**src/rtl/mem_access_unit.sv**
```systemverilog
// rtl/mem_access_unit.sv - single-outstanding load/store access unit between a core and a byte memory
//
// Purpose: accepts one load/store request at a time, computes the effective
// address, screens it for opcode/range/alignment errors, performs a single
// one-cycle memory access and returns the (merged) load result.
//
// Ports:
//   clk, rst          clock, synchronous active-high reset
//   reqValid/reqReady request handshake
//   reqOp             opcode (LB..SWR), reqBase + signed reqOffset = EA
//   reqStoreData      store data, or rt merge value for LWL/LWR
//   memAddress/memData/memWriteMode/memReadMode/memUnsignedLoad
//                     memory-side access controls, active only in ACCESS
//   memDataOutput     combinational read data from the memory
//   respValid/respReady response handshake
//   respData/respError load result (0 for stores/errors), error flag
module mem_access_unit (
  input  logic        clk,
  input  logic        rst,
  input  logic        reqValid,
  output logic        reqReady,
  input  logic [3:0]  reqOp,
  input  logic [31:0] reqBase,
  input  logic [15:0] reqOffset,
  input  logic [31:0] reqStoreData,
  output logic [31:0] memAddress,
  output logic [31:0] memData,
  output logic [2:0]  memWriteMode,
  output logic [2:0]  memReadMode,
  output logic        memUnsignedLoad,
  input  logic [31:0] memDataOutput,
  output logic        respValid,
  input  logic        respReady,
  output logic [31:0] respData,
  output logic        respError
);

  localparam logic [3:0] OP_LB  = 4'd0;
  localparam logic [3:0] OP_LBU = 4'd1;
  localparam logic [3:0] OP_LH  = 4'd2;
  localparam logic [3:0] OP_LHU = 4'd3;
  localparam logic [3:0] OP_LW  = 4'd4;
  localparam logic [3:0] OP_LWL = 4'd5;
  localparam logic [3:0] OP_LWR = 4'd6;
  localparam logic [3:0] OP_SB  = 4'd8;
  localparam logic [3:0] OP_SH  = 4'd9;
  localparam logic [3:0] OP_SW  = 4'd10;
  localparam logic [3:0] OP_SWL = 4'd11;
  localparam logic [3:0] OP_SWR = 4'd12;

  localparam logic [2:0] MODE_NONE  = 3'd0;
  localparam logic [2:0] MODE_BYTE  = 3'd1;
  localparam logic [2:0] MODE_HALF  = 3'd2;
  localparam logic [2:0] MODE_WORD  = 3'd3;
  localparam logic [2:0] MODE_WLEFT = 3'd4;
  localparam logic [2:0] MODE_WRIGHT = 3'd5;

  typedef enum logic [1:0] {IDLE, ACCESS, RESP} state_t;

  state_t      state;
  state_t      state_next;

  logic [3:0]  op_q;
  logic [31:0] ea_q;
  logic [31:0] rt_q;
  logic [31:0] resp_data_q;
  logic        resp_error_q;

  logic [31:0] ea;
  logic        accept;
  logic        req_err;
  logic [31:0] load_result;
  logic [31:0] lwl_mask;
  logic [31:0] lwr_mask;

  // Loads and stores share the access-width mapping; op[3] selects direction.
  function automatic logic [2:0] op_mode(input logic [3:0] op);
    case (op)
      OP_LB, OP_LBU, OP_SB: op_mode = MODE_BYTE;
      OP_LH, OP_LHU, OP_SH: op_mode = MODE_HALF;
      OP_LW, OP_SW:         op_mode = MODE_WORD;
      OP_LWL, OP_SWL:       op_mode = MODE_WLEFT;
      OP_LWR, OP_SWR:       op_mode = MODE_WRIGHT;
      default:              op_mode = MODE_NONE;
    endcase
  endfunction

  assign ea     = reqBase + {{16{reqOffset[15]}}, reqOffset};
  assign accept = reqValid && reqReady;

  always_comb begin
    req_err = 1'b0;
    if (op_mode(reqOp) == MODE_NONE)
      req_err = 1'b1;
    if (ea[31:16] != 16'h0000)
      req_err = 1'b1;
    if ((reqOp == OP_LH || reqOp == OP_LHU || reqOp == OP_SH) && ea[0])
      req_err = 1'b1;
    if ((reqOp == OP_LW || reqOp == OP_SW) && (ea[1:0] != 2'b00))
      req_err = 1'b1;
  end

  // Byte-lane masks selecting the captured memory word; the rest comes from rt.
  // For LWL the captured word supplies the top k+1 bytes (shift by 3-k = ~k),
  // for LWR it supplies the bottom 4-k bytes.
  assign lwl_mask = 32'hFFFF_FFFF << {~ea_q[1:0], 3'b000};
  assign lwr_mask = 32'hFFFF_FFFF >> {ea_q[1:0], 3'b000};

  always_comb begin
    load_result = 32'h0;
    case (op_q)
      OP_LB, OP_LBU, OP_LH, OP_LHU, OP_LW:
        load_result = memDataOutput;
      OP_LWL:
        load_result = (memDataOutput & lwl_mask) | (rt_q & ~lwl_mask);
      OP_LWR:
        load_result = (memDataOutput & lwr_mask) | (rt_q & ~lwr_mask);
      default:
        load_result = 32'h0;
    endcase
  end

  // State register
  always_ff @(posedge clk) begin
    if (rst)
      state <= IDLE;
    else
      state <= state_next;
  end

  // Next-state logic
  always_comb begin
    state_next = state;
    case (state)
      IDLE:    if (accept) state_next = req_err ? RESP : ACCESS;
      ACCESS:  state_next = RESP;
      RESP:    if (respReady) state_next = IDLE;
      default: state_next = IDLE;
    endcase
  end

  // Request capture and response data; load data is taken at the edge that ends ACCESS.
  always_ff @(posedge clk) begin
    if (rst) begin
      op_q         <= 4'h0;
      ea_q         <= 32'h0;
      rt_q         <= 32'h0;
      resp_data_q  <= 32'h0;
      resp_error_q <= 1'b0;
    end else if (accept) begin
      op_q         <= reqOp;
      ea_q         <= ea;
      rt_q         <= reqStoreData;
      resp_data_q  <= 32'h0;
      resp_error_q <= req_err;
    end else if (state == ACCESS) begin
      resp_data_q  <= load_result;
    end
  end

  // Output logic; memory controls are forced idle whenever rst is high so a
  // reset landing in ACCESS cancels the write in that same cycle.
  always_comb begin
    memAddress      = 32'h0;
    memData         = 32'h0;
    memWriteMode    = MODE_NONE;
    memReadMode     = MODE_NONE;
    memUnsignedLoad = 1'b0;
    reqReady        = (state == IDLE) && !rst;
    respValid       = (state == RESP);
    if (state == ACCESS && !rst) begin
      memAddress = ea_q;
      if (op_q[3]) begin
        memWriteMode = op_mode(op_q);
        memData      = rt_q;
      end else begin
        memReadMode     = op_mode(op_q);
        memUnsignedLoad = (op_q == OP_LBU) || (op_q == OP_LHU);
      end
    end
  end

  assign respData  = resp_data_q;
  assign respError = resp_error_q;

endmodule

```
**config.mk**
```make
export PLATFORM = sky130hd
export DESIGN_NAME = mem_access_unit
export DESIGN_NICKNAME = d
export VERILOG_FILES = /design/src/rtl/mem_access_unit.sv
export SDC_FILE = /design/constraint.sdc
export NUM_CORES = 1
export LEC_CHECK = 0
export CAP_MARGIN = 30
export CORE_ASPECT_RATIO = 0.5
export CORE_MARGIN = 4
export CORE_UTILIZATION = 35
export DETAILED_ROUTE_END_ITERATION = 8
export GPL_TIMING_DRIVEN = 0
export PLACE_DENSITY = 0.75
export SLEW_MARGIN = 30
export SYNTH_ARGS = -nofsm -noshare
export SYNTH_HDL_FRONTEND = slang
export SYNTH_SLANG_ARGS = --single-unit
```
**constraint.sdc**
```tcl
create_clock -name clk -period 8.9 [get_ports clk]
set_input_delay 0.89 -clock clk [delete_from_list [all_inputs] [get_ports clk]]
set_output_delay 0.89 -clock clk [all_outputs]
set_load 0.005 [all_outputs]
```
# ---- Word-level counts from Yosys, hierarchy flattened
# Memories as Yosys holds them, arrays and structs flattened. A register that Yosys moved wholly into a read port is not among the register bits.
# Cells that the tools add are included.
dict set report totals {
  memories 3
  in_bits 120
  output_inout_bits 106
  mem_bits_ro 144
  register_bits 103
}
# memory words width rd rd_ports_with_merged_regs wr line
set memory_table {}
lappend memory_table {{(no name shown)} 16 3 1 1 0 78} ;# case (op)
lappend memory_table {{(no name shown)} 16 3 1 1 0 78}
lappend memory_table {{(no name shown)} 16 3 1 0 0 78}
dict set report classes {
  bitwise_logic 9
  add_sub_neg 1
  n_eq_ne 15
  n_mux 22
  n_reduce_logical 18
  n_shift 2
}
# op n
set op_table {}
lappend op_table {{bitwise AND 32 bit} 4}
lappend op_table {{two-way mux 32 bit} 3}
lappend op_table {{case mux 32 bit (3 select lines)} 1}
lappend op_table {{NOT 32 bit} 2}
lappend op_table {{OR 32 bit} 2}
lappend op_table {{adder 32 bit} 1}
lappend op_table {{left shift 32 x 5 -> 32 bit (first input constant)} 1}
lappend op_table {{>> shifter 32 x 5 -> 32 bit (first input constant)} 1}
lappend op_table {{equality test 4 x 2 -> 1 bit (second input constant)} 4}
lappend op_table {{equality test 4 x 3 -> 1 bit (second input constant)} 4}
lappend op_table {{two-way mux 4 bit} 4}
lappend op_table {{nonzero test 16 bit} 1}
lappend op_table {{two-way mux 3 bit} 4}
lappend op_table {{equality test 4 bit (second input constant)} 2}
lappend op_table {{two-way mux 1 bit} 6}
lappend op_table {{two-way mux 2 bit} 3}
lappend op_table {{case mux 2 bit (3 select lines)} 1}
lappend op_table {{logical AND 1 bit} 5}
lappend op_table {{OR reduction 5 bit} 1}
lappend op_table {{equality test 4 x 1 -> 1 bit (second input constant)} 1}
lappend op_table {{zero test 4 bit} 1}
lappend op_table {{logical OR 1 bit} 4}
lappend op_table {{zero test 3 bit} 1}
lappend op_table {{equality test 2 x 1 -> 1 bit (second input constant)} 1}
lappend op_table {{other kinds (9)} 9}

# ---- Longest topological paths before layout
# Gate-level depths: netlist (run 1).
dict set report logic_depth {
  ltp_word 9
  depth_mapped 13
  mapped_depth_nobuf 13
}

# ---- Worst setup path after synthesis (run 1)
# OpenSTA, ideal clock, no wires.
dict set report synth_timing {
  path_type {in2reg}
  startpoint {in reqBase[0]}
  endpoint {reg resp_error_q, in the netlist respError}
  arrival_time_ns 3.551
  path_stages 13
  t_required_ns 8.783
  setup_ns 0.117
  slack_ns 5.232
  cell_sequence {ha_1 inv_1 fa_1 nand2b_1 a21oi_2 o21a_1 a21o_1 a41oi_2 xnor2_1 or4_1 nor4_1 nand4_1 a22o_1}
}
dict set report synth_via {
  elab_chain_cells 5
}
# element line
set synth_rtl {}
lappend synth_rtl {{start: declaration} 23} ;# input logic [31:0] reqBase,
lappend synth_rtl {{adder 32 bit *} 88} ;# assign ea = reqBase + {{16{reqOffset[15]}}, reqOffset};
lappend synth_rtl {{nonzero test 16 bit} 95} ;# if (ea[31:16] != 16'h0000)
lappend synth_rtl {{two-way mux 1 bit} 95}
lappend synth_rtl {{two-way mux 1 bit} 97} ;# if ((reqOp == OP_LH || reqOp == OP_LHU || reqOp == OP_SH) && ea[0])
lappend synth_rtl {{two-way mux 1 bit *} 99} ;# if ((reqOp == OP_LW || reqOp == OP_SW) && (ea[1:0] != 2'b00))
lappend synth_rtl {{end signal: assignment} 155} ;# resp_error_q <= req_err;
lappend synth_rtl {{end: declaration} 67} ;# logic resp_error_q;
# Mark *: on every way between the ends. The rest lies on a longest branch, timed or not.
# A chain may end at the register's enable or synchronous reset.

# ---- Worst setup path after layout (run 1)
dict set report layout_timing {
  startpoint {in reqOffset[15]}
  endpoint {reg state[1]}
}
dict set report layout_via {
  elab_chain_cells 8
}
# element line
set layout_rtl {}
lappend layout_rtl {{start: declaration} 24} ;# input logic [15:0] reqOffset,
lappend layout_rtl {{adder 32 bit} 88}
lappend layout_rtl {{nonzero test 16 bit} 95}
lappend layout_rtl {{two-way mux 1 bit} 95}
lappend layout_rtl {{two-way mux 1 bit} 97}
lappend layout_rtl {{two-way mux 1 bit} 99}
lappend layout_rtl {{two-way mux 2 bit (2 in series)} 135} ;# IDLE: if (accept) state_next = req_err ? RESP : ACCESS;
lappend layout_rtl {{case mux 2 bit (3 select lines)} 134} ;# case (state)
lappend layout_rtl {{end signal: assignment} 128} ;# state <= state_next;
lappend layout_rtl {{end: declaration} 60} ;# state_t state;
# Every way passes these cells. The select of a mux whose other input is x is not followed.

==> results of run 1 <==
cells by family (layout without fill, tap and decap cells):
logic type | count (synthesis) | after routing | synth area share
simple gates | 405 | 405 | 0.317
compound gates | 206 | 206 | 0.202
flops | 106 | 106 | 0.324
buf+inv | 70 | 311 | 0.0408
fa+ha+maj | 38 | 38 | 0.0737
xor+xnor | 31 | 31 | 0.0414
mux | 1 | 1 | 0.00153
power by group through the flow:
stage / combinational, mW / sequential, mW / clock (mW)
3_3_place_gp: 0.291 / 0.537 / 0
4_1_cts: 0.300 / 0.528 / 0.394
5_1_grt: 0.337 / 0.532 / 0.414
2_1_floorplan: 0.187 / 0.531 / 0
6_report: 0.304 / 0.528 / 0.386
3_5_place_dp: 0.299 / 0.539 / 0
synthesized netlist by cell type, drive strengths merged, types with 14 or more instances:
| master | instances | share of area |
|---|---|---|
| xor2 | 16 | 0.021 |
| a21o | 16 | 0.018 |
| nand2 | 118 | 0.068 |
| a22oi | 33 | 0.039 |
| and3 | 38 | 0.036 |
| nand3b | 58 | 0.066 |
| xnor2 | 15 | 0.020 |
| o21ai | 44 | 0.034 |
| inv | 14 | 0.0080 |
| dfxtp | 106 | 0.32 |
| a21oi | 69 | 0.054 |
| nor2 | 94 | 0.054 |
| nand2b | 19 | 0.018 |
| and2 | 26 | 0.025 |
| ha | 37 | 0.071 |
| clkbuf | 46 | 0.026 |
layer usage:
layer	part of all wire	track usage	vias to the layer above
met3	0.043	0.0326	44
met2	0.49	0.361	201
met5	0	0	-
met4	0.025	0.0658	0
met1	0.44	0.248	3309
li1	-	-	3489
state kept, by name, indices dropped and copies added, names as in the netlist, named ones only:
signal,flops
ea_q,32
respData,32
rt_q,32
op_q,4
state,2
respError,1
worst register-to-register path: stages (launching register included):
cell and delay (ns):
dfxtp_1 0.32, nor3_1 0.29, and2_0 0.29, clkbuf_1 0.50, o21a_1 0.30, ha_1 0.27
o21ai_0 0.24, o22ai_1 0.14
area by class of cell:
type	count	area (µm²)
well taps	240	300
clock inverters	7	61.3
clock buffers	9	225
flip-flops and latches	106	2120
plain buffers	56	215
multi-input cells	681	4180
fillers	1785	8980
repair buffers	225	2250
inverters	14	52.6
stage by stage:
| step | worst slack (ns) | util | total power [mW] | hold slack (ns) | instances |
|---|---|---|---|---|---|
| 2_1_floorplan | 5.23 | - | 0.718 | 0.417 | 857 |
| 3_3_place_gp | 3.71 | 0.495 | 0.829 | 0.446 | 1322 |
| 3_5_place_dp | 3.68 | 0.495 | 0.837 | 0.460 | 1322 |
| 4_1_cts | 4.04 | 0.511 | 1.22 | 0.477 | 1338 |
| 5_1_grt | 3.75 | 0.512 | 1.28 | 0.491 | 1338 |
| 6_report | 4.03 | 0.512 | 1.22 | 0.472 | 1338 |
path summary, 6_finish.rpt:
path                                            start               endpoint  slack (ns)  cells after the start
worst max-delay path                    reqOffset[15]  state[1]$_SDFFE_PP0P_        4.03                     13
worst min-delay path            ea_q[28]$_SDFFE_PP0P_  ea_q[28]$_SDFFE_PP0P_        0.47                      2
worst max register to register  state[1]$_SDFFE_PP0P_                   flop        6.42                      7
worst min register to register  ea_q[28]$_SDFFE_PP0P_  ea_q[28]$_SDFFE_PP0P_        0.47                      2
==> run metrics, run 1 <==
outcome completed; Yosys Warn Count 0; Core Area 18400 µm²; I/O pin count 226; Final period util 0.547; Seq/Total Area, Yosys 0.324; CTS max path bufs 2; synth unique cells 58; critical path arrival approximately 5.1 ns; Net Sw Frac 0.307; DR iter-0 viols ~470; number of synthesized flops with an enable pin 0; antenna viol nets, final 0; via total after detailed routing ~7000; async set-reset flop share out of synthesis 0; critical path startpoint category primary input; Pins Over Slew Limit 0; initial antenna violation count 0; Slew HR 0.397; Post-route DRC 0; routed wire length between 20000 and 25000 µm; CTS Hold Bufs 0; Hold WC Path Type flop to flop; final design area excluding fillers 9410 µm²; crit path buf inv count 2; clk_lat worst skew 0.34 ns; FMAX 0.205 GHz; vias in the first global route between 7000 and 8000; syn avg cell area 7.65 µm²; Routed WL per cell about 17 µm; Cells after Synth 857; clk sinks 106; crit path cell chain clkdlybuf4s50_1 -> ha_1 -> clkbuf_1 -> and4_4 -> and4_4 -> o2111ai_1 -> nand3_1 -> xnor2_1 -> o2111ai_1 -> or4_1 -> nor4_1 -> nand4_1 -> a21o_1; Tmin final about 4.9 ns; Die Height 105 µm; setup TNS 0 ns; CTS buffer count 9; CTS Root Cell clkbuf_16; total track usage 0.201; commonest non-fill, non-tap cell in the layout clkdlybuf4s50_1; # Post-CTS Setup Buffers 0; clock share of power 0.317; Reg clk slew, reported paths roughly 0.08 ns; maximum VDD drop 83.9 µV; Pint roughly 0.84 mW; total congestion overflow 0; CP max FO 17; Flop pwr share 0.434; largest net degree at the start of global routing 20; hpwl dp ~18000 µm; Synth Register Bits 106; critical path class primary input to flop; Mapped Area ~6600 µm²; std cell rows 35; router iterations before antenna repair 5; Fin. Hold Viols 0; worst slew pin tran 0.902 ns; die area 21100 µm²; Top FF cell, synth dfxtp_1; Crit path required time 9.14 ns; setup violators final 0; Net count, final 1251; syn_nets 1015; most frequent cells in the layout 225 x clkdlybuf4s50_1, 118 x nand2_1, 106 x dfxtp_1; unrepaired setup endpoints after global routing no; Placed Area approximately 9100 µm²; DIE WIDTH 202 µm; CTS tree yes; Max-Cap Viols 0; first-pass GRT wire length 35300 µm; # resized after CTS 0; Setup Skew about 0.0082 ns; synthesis-to-finish area growth 43.6%; Placer Congestion 0.887; LEAKAGE 3.85 nW; antenna fix cells 0; routed vias/inst 5.26; Initial Util 0.356; layout cells sized above 1 0.0319; PortBufs approximately 230; H-tree depth 3; slowest stage delay, CP about 0.76 ns; net switching power 0.374 mW; critical path's slowest cell clkdlybuf4s50_1; Pwr per Cell Area 129 nW/µm²; Worst Setup End Kind flop; critical path's top delay family simple AND/OR/NAND/NOR gates; combinational fraction of design power 0.249
Note: power is estimated with default switching activity, not from simulation.
==> run 2: changes to the inputs <==
--- a/config.mk
+++ b/config.mk
@@ -11,7 +11,7 @@
 export CORE_UTILIZATION = 35
 export DETAILED_ROUTE_END_ITERATION = 8
 export GPL_TIMING_DRIVEN = 0
-export PLACE_DENSITY = 0.75
+export PLACE_DENSITY = 0.78
 export SLEW_MARGIN = 30
 export SYNTH_ARGS = -nofsm -noshare
 export SYNTH_HDL_FRONTEND = slang
==> constraint.sdc (replaced) <==
create_clock -name clk -period 4.4 [get_ports clk]
set_input_delay 0.44 -clock clk [delete_from_list [all_inputs] [get_ports clk]]
set_output_delay 0.44 -clock clk [all_outputs]
set_load 0.005 [all_outputs]
==> run 2 against run 1 <==
Net effect:
- sequential share of layout area barely moved
- non-clock buffer count unchanged
- via count down 0.71%
- critical path depth stayed put
- sequential power increased by 100%
- clock power increased by 100%
- combinational power increased by 100%
- first-iteration DRC count is 15% lower
- wire length decreased by 0.38%
- register-to-register slack worse by 4.4 ns
- setup slack got worse by 3.8 ns
- critical endpoint is now respError$_SDFFE_PP0P_
- largest power group unchanged
==> run metrics, run 2 (synthesized netlist as in run 1, its figures left out) <==
clk_lat worst skew 0.34 ns (about the same); antenna viol nets, final 0 (unchanged); combinational fraction of design power 0.248 (was 0.249); Max-Cap Viols 0 (unchanged); unrepaired setup endpoints after global routing no (unchanged); final design area excluding fillers 9410 µm² (about the same); initial antenna violation count 0 (unchanged); largest net degree at the start of global routing 18 (was 20); first-pass GRT wire length 35100 µm (was 35300 µm); total track usage 0.200 (was 0.201); Placer Congestion 0.880 (was 0.887); Slew HR 0.363 (was 0.397); Pins Over Slew Limit 0 (unchanged); Routed WL per cell 16.6 µm (was 16.7 µm); I/O pin count 226 (unchanged); Net Sw Frac 0.290 (was 0.307); total congestion overflow 0 (unchanged); CTS buffer count 9 (unchanged); PortBufs 225 (unchanged); FMAX 0.243 GHz; std cell rows 35 (unchanged); final design utilization 0.512 (about the same); Hold WC Path Type flop to flop (unchanged); vias in the first global route 6991 (was 7060); area of the multi-input gates 4180 µm² (about the same); LEAKAGE 3.86 nW (was 3.85 nW); antenna fix cells 0 (unchanged); CTS tree yes (unchanged); Pwr Total 2.46 mW (was 1.22 mW); Core Area 18400 µm² (unchanged); DIE WIDTH 202 µm (unchanged); sequential cell area 2120 µm² (unchanged); Reg clk slew, reported paths 0.07 ns (was 0.08 ns); critical path arrival 4.36 ns (was 5.11 ns); Setup Skew 0.00616 ns (was 0.00818 ns); Initial Util 0.356 (unchanged); via total after detailed routing 6993 (was 7043); Setup WS pre-CTS -0.433 ns (was 3.68 ns); Worst Setup End Kind flop (unchanged); commonest non-fill, non-tap cell in the layout clkdlybuf4s50_1 (unchanged); most frequent cells in the layout 224 x clkdlybuf4s50_1, 118 x nand2_1, 106 x dfxtp_1 (was 225 x clkdlybuf4s50_1, 118 x nand2_1, 106 x dfxtp_1); CTS Root Cell clkbuf_16 (unchanged); worst slew pin tran 0.951 ns (was 0.902 ns); Net count, final 1251 (unchanged); Crit path required time 4.63 ns (was 9.14 ns); CP max FO 17 (unchanged); Fin. Hold Viols 0 (unchanged); # resized after CTS 1 (was 0); setup violators final 0 (unchanged); routed wire length 22300 µm (about the same); clk sinks 106 (unchanged); CTS Hold Bufs 0 (unchanged); # fillers 1738 (was 1785); net switching power 0.713 mW (was 0.374 mW); outcome completed (unchanged); Die Height 105 µm (unchanged); maximum VDD drop 186 µV (was 83.9 µV); Pint 1.74 mW (was 0.844 mW); H-tree depth 3 (unchanged); critical path class primary input to flop (unchanged); Tmin final 4.12 ns; die area 21100 µm² (unchanged); # Post-CTS Setup Buffers 0 (unchanged); Flop pwr share 0.435 (was 0.434); Setup WS post-layout 0.278 ns (was 4.03 ns); CTS max path bufs 2 (unchanged); layout cells sized above 1 0.0301 (was 0.0319); synthesis-to-finish area growth 43.5% (was 43.6%); DR iter-0 viols 400 (was 468); Placed Area 9110 µm² (unchanged); Final period util 0.937; setup TNS 0 ns (unchanged); clock share of power 0.317 (about the same); router iterations before antenna repair 5 (unchanged); Post-route DRC 0 (unchanged); critical path startpoint category primary input (unchanged); routed vias/inst 5.23 (was 5.26); Pwr per Cell Area 261 nW/µm² (was 129 nW/µm²); hpwl dp 17900 µm (was 17700 µm)
==> run 2: changes by cell type in the layout (fill, tap and decap cells not counted), sizes merged <==
cell and change:
clkbuf +4, inv -3, clkdlybuf4s50 -1, clkinvlp -1
dlygate4sd2 +1
==> run 2: per-stage QoR <==
| step | cells | hold WS, ns |
|---|---|---|
| 6_report | 1338 | 0.467 |
| 3_5_place_dp | 1322 | 0.455 |
| 3_3_place_gp | 1322 | 0.446 |
| 2_1_floorplan | 857 | 0.417 |
| 4_1_cts | 1338 | 0.472 |
| 5_1_grt | 1338 | 0.499 |
==> run 2: path summary, 6_finish.rpt <==
check | end | cells after the start | slack (ns) | from
hold reg to reg | ea_q[28]$_SDFFE_PP0P_ | 2 | 0.47 | ea_q[28]$_SDFFE_PP0P_
setup reg to reg | flop | 7 | 2.01 | state[1]$_SDFFE_PP0P_
hold / removal | ea_q[28]$_SDFFE_PP0P_ | 2 | 0.47 | ea_q[28]$_SDFFE_PP0P_
setup / recovery | respError$_SDFFE_PP0P_ | 13 | 0.28 | reqOffset[15]
==> run 2: power groups by stage <==
stage               registers [mW]  clock network [mW]  logic [mW]
detailed placement            1.09                   0       0.604
global route                  1.08               0.836       0.678
global placement              1.09                   0       0.590
floorplan                     1.07                   0       0.377
finish                        1.07               0.779       0.610
CTS                           1.07               0.793       0.608
==> run 2: critical path, cell delays in order <==
cell and delay [ns]:
dlygate4sd2_1 0.62, ha_1 0.35, clkbuf_1 0.21, a21oi_1 0.23, o21ai_1 0.16, a22oi_2 0.20, nand3_1 0.11, xnor2_1 0.33
o2111ai_1 0.21, or4_1 0.55, nor4_1 0.37, nand4_1 0.30, a22o_1 0.26
==> run 2: final cells by class <==
type | instances | share of cell area
multi-input combinational | 681 | 0.444
timing repair buffer | 225 | 0.239
sequential | 106 | 0.226
tap | 240 | 0.0319
clock buffer | 13 | 0.0287
buffer | 56 | 0.0229
inverter | 14 | 0.00559
clock inverter | 3 | 0.00239
==> run 2: routing by layer <==
| layer | up-vias | GRT usage | wire (µm) |
|---|---|---|---|
| li1 | 3487 | - | - |
| met1 | 3263 | 0.247 | 9600 |
| met2 | 203 | 0.362 | 11000 |
| met3 | 40 | 0.0288 | 1070 |
| met4 | 0 | 0.0619 | 586 |
| met5 | - | 0 | 0 |
